### config.mk
export PLATFORM = sky130hd
export DESIGN_NAME = game_state_ctrl
export DESIGN_NICKNAME = d
export VERILOG_FILES = /design/src/rtl/game_state_ctrl.sv
export SDC_FILE = /design/constraint.sdc
export NUM_CORES = 1
export LEC_CHECK = 0
export CORE_MARGIN = 1.5
export CORE_UTILIZATION = 45
export CTS_CLUSTER_SIZE = 8
export DETAILED_ROUTE_END_ITERATION = 8
export HOLD_SLACK_MARGIN = 0.08
export MAX_ROUTING_LAYER = met4
export PLACE_DENSITY = 0.74
export SETUP_SLACK_MARGIN = 0.5
export SYNTH_ARGS = -nofsm -noshare
export SYNTH_HDL_FRONTEND = slang
export SYNTH_SLANG_ARGS = --single-unit
### constraint.sdc
create_clock -name clk -period 5 [get_ports clk]
set_clock_uncertainty 0.05 [all_clocks]
set_input_delay 1.5 -clock clk [delete_from_list [all_inputs] [get_ports clk]]
set_output_delay 1.5 -clock clk [all_outputs]
set_load 0.01 [all_outputs]
### src/rtl/game_state_ctrl.sv
// FlappyBird game sequencer: button synchronise/debounce plus IDLE/PLAY/PAUSE/DEAD control with BCD scoring.
// Define GAME_CTRL_HISCORE_EN to keep a best-score register; otherwise best is tied to 0x00.
module game_state_ctrl #(
  parameter int DEBOUNCE_MS  = 10,
  parameter int DEAD_HOLD_MS = 1000
) (
  input  logic       clk,
  input  logic       rst_n,
  input  logic       clk_ms,
  input  logic       start_button,
  input  logic       pause_button,
  input  logic       up_button,
  input  logic       isDead,
  input  logic       pipe_pass,
  output logic [1:0] state,
  output logic       flap,
  output logic [7:0] score,
  output logic [7:0] best,
  output logic       restart_ok
);

  localparam logic [1:0] ST_IDLE  = 2'd0;
  localparam logic [1:0] ST_PLAY  = 2'd1;
  localparam logic [1:0] ST_PAUSE = 2'd2;
  localparam logic [1:0] ST_DEAD  = 2'd3;

  localparam int DB_W   = $clog2(DEBOUNCE_MS + 1);
  localparam int HOLD_W = $clog2(DEAD_HOLD_MS + 1);
  localparam logic [DB_W-1:0]   DB_LAST   = DB_W'(DEBOUNCE_MS - 1);
  localparam logic [HOLD_W-1:0] HOLD_LAST = HOLD_W'(DEAD_HOLD_MS - 1);

  localparam int BTN_START = 0;
  localparam int BTN_PAUSE = 1;
  localparam int BTN_UP    = 2;

  logic       ms_meta_q, ms_sync_q, ms_prev_q, ms_tick_q;
  logic [2:0] btn_raw;
  logic [2:0] btn_meta_q, btn_sync_q;
  logic [2:0] btn_acc_q, btn_acc_d;
  logic [2:0] press;
  logic [DB_W-1:0] db_cnt_q [3];
  logic [DB_W-1:0] db_cnt_d [3];

  logic [1:0]        state_q, state_d;
  logic              flap_q, flap_d;
  logic [7:0]        score_q, score_d, score_inc;
  logic              restart_ok_q, restart_ok_d;
  logic [HOLD_W-1:0] hold_q, hold_d;

  assign btn_raw = {up_button, pause_button, start_button};

  // The ms tick is a registered rising-edge detect, so it lands 3 clk after clk_ms rises.
  always_ff @(posedge clk or negedge rst_n) begin
    if (!rst_n) begin
      ms_meta_q  <= 1'b0;
      ms_sync_q  <= 1'b0;
      ms_prev_q  <= 1'b0;
      ms_tick_q  <= 1'b0;
      btn_meta_q <= 3'b000;
      btn_sync_q <= 3'b000;
    end else begin
      ms_meta_q  <= clk_ms;
      ms_sync_q  <= ms_meta_q;
      ms_prev_q  <= ms_sync_q;
      ms_tick_q  <= ms_sync_q & ~ms_prev_q;
      btn_meta_q <= btn_raw;
      btn_sync_q <= btn_meta_q;
    end
  end

  // A press is the accept event itself, so the FSM reacts on the same edge the level flips.
  always_comb begin
    btn_acc_d = btn_acc_q;
    press     = 3'b000;
    for (int i = 0; i < 3; i++) begin
      db_cnt_d[i] = db_cnt_q[i];
      if (ms_tick_q) begin
        if (btn_sync_q[i] == btn_acc_q[i]) begin
          db_cnt_d[i] = '0;
        end else if (db_cnt_q[i] == DB_LAST) begin
          db_cnt_d[i]  = '0;
          btn_acc_d[i] = btn_sync_q[i];
          press[i]     = btn_sync_q[i];
        end else begin
          db_cnt_d[i] = db_cnt_q[i] + DB_W'(1);
        end
      end
    end
  end

  always_ff @(posedge clk or negedge rst_n) begin
    if (!rst_n) begin
      btn_acc_q <= 3'b000;
      for (int i = 0; i < 3; i++) begin
        db_cnt_q[i] <= '0;
      end
    end else begin
      btn_acc_q <= btn_acc_d;
      for (int i = 0; i < 3; i++) begin
        db_cnt_q[i] <= db_cnt_d[i];
      end
    end
  end

  always_comb begin
    if (score_q == 8'h99) begin
      score_inc = score_q;
    end else if (score_q[3:0] == 4'h9) begin
      score_inc = {score_q[7:4] + 4'h1, 4'h0};
    end else begin
      score_inc = {score_q[7:4], score_q[3:0] + 4'h1};
    end
  end

  always_comb begin
    state_d      = state_q;
    flap_d       = 1'b0;
    score_d      = score_q;
    restart_ok_d = restart_ok_q;
    hold_d       = hold_q;
    case (state_q)
      ST_IDLE: begin
        score_d      = 8'h00;
        restart_ok_d = 1'b0;
        if (press[BTN_START] || press[BTN_UP]) begin
          state_d = ST_PLAY;
        end
      end
      ST_PLAY: begin
        if (isDead) begin
          state_d      = ST_DEAD;
          hold_d       = '0;
          restart_ok_d = 1'b0;
        end else if (press[BTN_PAUSE]) begin
          state_d = ST_PAUSE;
        end else begin
          flap_d = press[BTN_UP];
          if (pipe_pass) begin
            score_d = score_inc;
          end
        end
      end
      ST_PAUSE: begin
        if (press[BTN_START]) begin
          state_d = ST_IDLE;
          score_d = 8'h00;
        end else if (press[BTN_PAUSE]) begin
          state_d = ST_PLAY;
        end
      end
      ST_DEAD: begin
        if (!restart_ok_q && ms_tick_q) begin
          if (hold_q == HOLD_LAST) begin
            restart_ok_d = 1'b1;
          end else begin
            hold_d = hold_q + HOLD_W'(1);
          end
        end
        if (press[BTN_START] && restart_ok_q) begin
          state_d      = ST_IDLE;
          score_d      = 8'h00;
          restart_ok_d = 1'b0;
        end
      end
      default: begin
        state_d      = ST_IDLE;
        score_d      = 8'h00;
        restart_ok_d = 1'b0;
        hold_d       = '0;
      end
    endcase
  end

  always_ff @(posedge clk or negedge rst_n) begin
    if (!rst_n) begin
      state_q      <= ST_IDLE;
      flap_q       <= 1'b0;
      score_q      <= 8'h00;
      restart_ok_q <= 1'b0;
      hold_q       <= '0;
    end else begin
      state_q      <= state_d;
      flap_q       <= flap_d;
      score_q      <= score_d;
      restart_ok_q <= restart_ok_d;
      hold_q       <= hold_d;
    end
  end

`ifdef GAME_CTRL_HISCORE_EN
  logic       enter_dead;
  logic [7:0] best_q, best_d;

  // Valid BCD orders the same as binary, so a plain compare works; score_q excludes the death-cycle pipe.
  assign enter_dead = (state_q == ST_PLAY) && isDead;

  always_comb begin
    best_d = best_q;
    if (enter_dead && (score_q > best_q)) begin
      best_d = score_q;
    end
  end

  always_ff @(posedge clk or negedge rst_n) begin
    if (!rst_n) begin
      best_q <= 8'h00;
    end else begin
      best_q <= best_d;
    end
  end

  assign best = best_q;
`else
  assign best = 8'h00;
`endif

  assign state      = state_q;
  assign flap       = flap_q;
  assign score      = score_q;
  assign restart_ok = restart_ok_q;

endmodule

==> results.json, run 1 <==
{
  "worst-r2r-setup-slack_ns": 2.85,
  "synth-edff-count": 0,
  "max_stage_delay_ns": 0.70,
  "fin_hold_ws_ns": 0.304,
  "startpoint": "state[1]",
  "crit_end": "state[1]",
  "relSlewSlack_pct": 32.2,
  "clock_latency_ns": 0.30,
  "synthFlopType": "dfrtp_1",
  "r2r-start": "ms_tick_q",
  "ys_seq_area_share_pct": 46.1,
  "path_buf_inv": 1,
  "netlist_area_um2": 2550,
  "finalCritPeriodShare_pct": 63.8,
  "ir_worst_vdd_mv": 0.114,
  "timing.critical_path.fanout_max": 17,
  "cts_tree": "done",
  "clk_pin_slew_ns": 0.09,
  "post_cts_buffers": 0,
  "routed_wl_um": 4570,
  "cts-root-buf": "clkbuf_8",
  "core_um2": 5470,
  "antenna_found_initial": 0,
  "wl_per_cell_um": 13.6,
  "path_delay_family": "flip-flops",
  "drive_above_1_share_pct": 7.17,
  "overflow": 0,
  "slew_viol_final": 0,
  "fmax_mhz": 313,
  "nNetsFinal": 281,
  "tightest_slew_ns": 1.02,
  "ctsHoldBuffers": 0,
  "yosys_warnings": 0,
  "yosysUniqueCellTypes": 54,
  "drc": 0,
  "syn_area_per_cell_um2": 10.3,
  "layout_min_cycle_time_ns": 3.19,
  "cp_data_arrival_time_ns": 1.64,
  "power_density_nw_per_um2": 281,
  "cts_made_buffers": 5,
  "worst-r2r-cell-count": 4,
  "clkSinkCount": 47,
  "drtIter0Drc": 149,
  "layoutNonFillerInstCount": 337,
  "synth_common_cells": "dfrtp_1 (47), nand2_1 (18), inv_1 (17)",
  "dr.pass1.iters": 6,
  "setup_violations": 0,
  "design.die.area_um2": 6120,
  "grt_pass1_vias": 1705,
  "dp_cells": 329,
  "end_kind": "output port",
  "cts_max_path_buffers": 2,
  "startpoint_type": "flop",
  "grt_max_degree": 48,
  "track_usage_pct": 16.7,
  "dpl.hpwl_um": 3180,
  "antenna_cells": 0,
  "required_ns": 3.45,
  "cp_slowest_cell": "dfrtp_1",
  "numPortBuffers": 19,
  "yosysMostFrequentCell": "dfrtp_1",
  "synth_top_area_cell": "dfrtp_1",
  "htreeDepth": 2,
  "utilization_pct": 52.5,
  "die_h_um": 78.3,
  "crit_chain": "clkdlybuf4s50_1",
  "grt_pass1_wl_um": 7940,
  "ys_ff_latch": 47,
  "worst-path-stages": 1,
  "viasPerCell": 5.61,
  "netlist_instances": 248,
  "fp.dieW_um": 78.3,
  "status": "finished clean",
  "rsz0062_at_grt": "false",
  "max_cap_violations": 0,
  "setup_tns_ns": 0,
  "drtAntennaViolNets": 0,
  "crit_type": "reg -> out",
  "dr_total_vias": 1892,
  "r2r_end": "score[4]",
  "yosys.area.top_type_share_pct": 46.1,
  "power_leakage_nw": 1.16,
  "io_pins": 28,
  "initial_core_util_pct": 46.6,
  "gp_congestion": 0.827,
  "hold_viol": 0,
  "cts_resized": 0,
  "hold_path_class": "reg -> reg",
  "rows": 27,
  "synthTopCellsByArea": "dfrtp_1 (46%), ha_1 (4.4%), o211ai_1 (2.9%)",
  "ys_async_sr_fraction_pct": 100,
  "area_growth_pct": 12.8
}
[layer usage]
metal	vias to the layer above	track usage, %	part of all wire (%)
met2	37	26.1	49
met1	929	22.3	48
li1	924	-	-
met5	-	-	0
met4	0	4.29	0.22
met3	2	3.49	3.3
[metrics by stage]
| step | setup WS (ns) | total power (W) | instance area, µm² |
|---|---|---|---|
| after global placement | 1.60 | 0.000488 | 2740 |
| after global routing | 1.71 | 0.000846 | 2880 |
| final | 1.81 | 0.000807 | 2880 |
| after floorplan | 2.38 | 0.000469 | 2570 |
| after CTS | 1.80 | 0.000818 | 2880 |
| after detailed placement | 1.54 | 0.000492 | 2740 |
[final cells by class]
class / count / area [µm²]
Multi-Input combinational cell: 174 / 1230
Tap cell: 72 / 90.1
Timing Repair Buffer: 19 / 185
Clock buffer: 6 / 72.6
Inverter: 17 / 63.8
Clock inverter: 2 / 60.1
Sequential cell: 47 / 1180
Fill cell: 490 / 2600
[layout by cell type, fill, tap and decap left out, drive strengths merged, types with 2 or more instances in the layout]
master | netlist | final
clkbuf | 5 | 6
or4 | 7 | 7
nand4b | 2 | 2
o31ai | 9 | 9
nand2b | 8 | 8
a22oi | 2 | 2
or3 | 2 | 2
nor4bb | 2 | 2
mux2i | 5 | 5
nand4 | 4 | 4
and2 | 2 | 2
nand3 | 9 | 9
o21ai | 9 | 9
a21oi | 10 | 10
a21o | 3 | 3
dfrtp | 47 | 47
and3 | 2 | 2
nor2 | 6 | 6
inv | 17 | 17
clkdlybuf4s50 | 0 | 18
nor2b | 2 | 2
o221a | 2 | 2
o211ai | 10 | 10
xnor2 | 3 | 3
nor3b | 3 | 3
mux2 | 3 | 3
nand3b | 6 | 6
a21boi | 2 | 2
conb | 1 | 8
o22ai | 7 | 7
xor2 | 3 | 3
ha | 9 | 9
bufinv | 0 | 2
nand2 | 18 | 18
o221ai | 2 | 2
[worst min path at each step]
stage | slack [ns] | depth (start not counted) | start | end
final | 0.30 | 0 | btn_meta_q[0] | btn_sync_q[0]
after global routing | 0.31 | 0 | btn_meta_q[0] | btn_sync_q[0]
after global placement | 0.28 | 0 | ms_meta_q | ms_sync_q
after floorplan | 0.28 | 0 | btn_meta_q[0] | btn_sync_q[0]
after CTS | 0.30 | 0 | btn_meta_q[2] | btn_sync_q[2]
after detailed placement | 0.28 | 0 | btn_meta_q[0] | btn_sync_q[0]
[registers in the layout, indices dropped and copies added, names as in the netlist, 2 cells and up]
name	cells
btn_acc_q	3
btn_meta_q	3
btn_sync_q	3
db_cnt_q	12
hold_q	10
score	8
state	2
[report_power, final]
part / total, W / leakage, nW / internal (W) / switching, W
logic: 0.0000631 / 0.489 / 0.0000296 / 0.0000336
clock network: 0.000325 / 0.0654 / 0.000200 / 0.000125
registers: 0.000419 / 0.607 / 0.000397 / 0.0000223
[kinds of logic (layout without fill, tap and decap cells)]
| kind of cell | after synthesis | after routing | synth area share (%) |
|---|---|---|---|
| xor+xnor | 6 | 6 | 2.06 |
| simple gates | 78 | 78 | 19.2 |
| buf+inv | 34 | 44 | 6.73 |
| fa+ha+maj | 9 | 9 | 4.42 |
| flops | 47 | 47 | 46.1 |
| mux | 8 | 8 | 3.29 |
| compound gates | 65 | 65 | 18.0 |
| other cells | 1 | 8 | 0.147 |
(Power assumes the default switching activity.)
==> run 2: changes to the inputs <==
==> constraint.sdc (replaced) <==
create_clock -name clk -period 3.2 [get_ports clk]
set_clock_uncertainty 0.05 [all_clocks]
set_input_delay 0.96 -clock clk [delete_from_list [all_inputs] [get_ports clk]]
set_output_delay 0.96 -clock clk [all_outputs]
set_load 0.01 [all_outputs]
==> run 2 against run 1 <==
Net effect:
- combinational power rose by 60%
- die area did not move
- largest cell class unchanged
- first-iteration DRC count rose by 15%
- power rose by 59%
- register-to-register slack got worse by 1.8 ns
- worst hold slack improved by 0.0022 ns
- highest routed layer unchanged
- sequential cell count did not move
==> results.json, run 2 (same netlist as run 1, synthesis figures left out) <==
{
  "overflow": 0,
  "gp_congestion": 0.832,
  "r2r-start": "ms_tick_q",
  "drive_above_1_share_pct": 8.99,
  "drtIter0Drc": 171,
  "layout_commonest_cell": "dfrtp_1",
  "power_leakage_nw": 1.17,
  "slew_viol_final": 0,
  "core_um2": 5470,
  "cts_made_buffers": 5,
  "dpl.hpwl_um": 3300,
  "path_delay_family": "buffers and inverters",
  "htreeDepth": 2,
  "routed_wl_um": 4710,
  "wl_per_cell_um": 13.9,
  "max_stage_delay_ns": 0.62,
  "nNetsFinal": 283,
  "timing.critical_path.fanout_max": 15,
  "fp.dieW_um": 78.3,
  "antenna_found_initial": 0,
  "worstHoldPathCells": 0,
  "worst-r2r-setup-slack_ns": 1.06,
  "cts_tree": "done",
  "required_ns": 2.19,
  "startpoint_type": "flop",
  "layout_min_cycle_time_ns": 2.54,
  "hold_viol": 0,
  "dr_total_vias": 1899,
  "ir_worst_vdd_mv": 0.190,
  "crit_type": "reg -> out",
  "nFillCells": 501,
  "mostFrequentLayoutCells": "dfrtp_1 (46), nand2_1 (18), clkdlybuf4s50_1 (18)",
  "post_cts_buffers": 0,
  "cts_max_path_buffers": 2,
  "rsz0062_at_grt": "false",
  "r2r_end": "score[4]",
  "dp_cells": 331,
  "initial_core_util_pct": 46.6,
  "numPortBuffers": 19,
  "area_growth_pct": 13.6,
  "die_h_um": 78.3,
  "grt_pass1_vias": 1787,
  "grt_pass1_wl_um": 8160,
  "cp_data_arrival_time_ns": 1.53,
  "status": "finished clean",
  "finalCritPeriodShare_pct": 79.4,
  "worstHoldStart": "btn_meta_q[0]",
  "rows": 27,
  "clkSinkCount": 47,
  "hold_path_end": "btn_sync_q[0]",
  "drtAntennaViolNets": 0,
  "design.die.area_um2": 6120,
  "end_kind": "output port",
  "clock_latency_ns": 0.30,
  "worst-r2r-cell-count": 4,
  "clk_pin_slew_ns": 0.09,
  "largest_reg_flops": 12,
  "fmax_mhz": 394,
  "tightest_slew_ns": 0.713,
  "max_cap_violations": 0,
  "crit_chain": "clkdlybuf4s50_1",
  "setup_tns_ns": 0,
  "setup_violations": 0,
  "relSlewSlack_pct": 52.4,
  "top_register": "db_cnt_q",
  "antenna_cells": 0,
  "grt_max_degree": 32,
  "power_density_nw_per_um2": 442,
  "layoutNonFillerInstCount": 339,
  "drc": 0,
  "viasPerCell": 5.60,
  "hold_path_class": "reg -> reg",
  "track_usage_pct": 17.1,
  "dr.pass1.iters": 4,
  "path_buf_inv": 1,
  "io_pins": 28,
  "cp_slowest_cell": "clkdlybuf4s50_1",
  "cts-root-buf": "clkbuf_8"
}
## run 2: layout make-up
type | instances | area [µm²] | share of cell area, %
clock buffers | 5 | 68.8 | 2.38
clock inverters | 3 | 67.6 | 2.33
flip-flops and latches | 47 | 1180 | 40.6
inverters | 17 | 63.8 | 2.20
multi-input cells | 174 | 1230 | 42.4
well taps | 72 | 90.1 | 3.11
repair buffers | 21 | 200 | 6.91
## run 2: metrics by stage
step / hold WS (ns) / util (%) / total power (W) / cell area (µm²) / setup slack, ns
3_3_place_gp: 0.283 / 50.4 / 0.000764 / 2760 / 0.340
5_1_grt: 0.310 / 52.9 / 0.00133 / 2900 / 0.534
3_5_place_dp: 0.286 / 50.4 / 0.000770 / 2760 / 0.281
4_1_cts: 0.306 / 52.9 / 0.00129 / 2890 / 0.542
2_1_floorplan: 0.281 / - / 0.000733 / 2570 / 1.12
6_report: 0.306 / 52.9 / 0.00128 / 2900 / 0.660
## run 2: worst max-delay path by stage
| stage | slack [ns] | end | startpoint | depth (start not counted) |
|---|---|---|---|---|
| floorplan | 1.12 | hold_q[4] | isDead | 5 |
| global placement | 0.34 | hold_q[8] | isDead | 5 |
| detailed placement | 0.28 | hold_q[4] | isDead | 5 |
| CTS | 0.54 | state[1] | state[1] | 1 |
| global route | 0.53 | hold_q[4] | isDead | 5 |
| finish | 0.66 | state[0] | state[0] | 1 |
## run 2: metal layers
metal	track usage [%]	part of all wire (%)	vias to the layer above
met5	-	0	-
li1	-	-	932
met2	27.5	48	41
met1	21.9	47	920
met4	5.89	1.4	0
met3	3.14	3.3	6
## run 2: timing repair
action / 4_1_cts / 5_1_grt
setup endpoints to repair: 0 / 3
hold buffers: 0 / 0
endpoints found under the hold margin: 0 / 0
gates resized for setup: 0 / 2
## run 2: report_power, final
part           switching (W)  internal [W]
registers          0.0000350      0.000621
logic              0.0000532     0.0000478
clock network       0.000212      0.000312
total               0.000301      0.000980
## run 2: worst reg2reg max path: stages, from the launching register on
cell and delay, ns:
dfrtp_1 0.79, nand4b_1 0.40, o211ai_1 0.48, a21boi_0 0.15, a2bb2oi_1 0.20
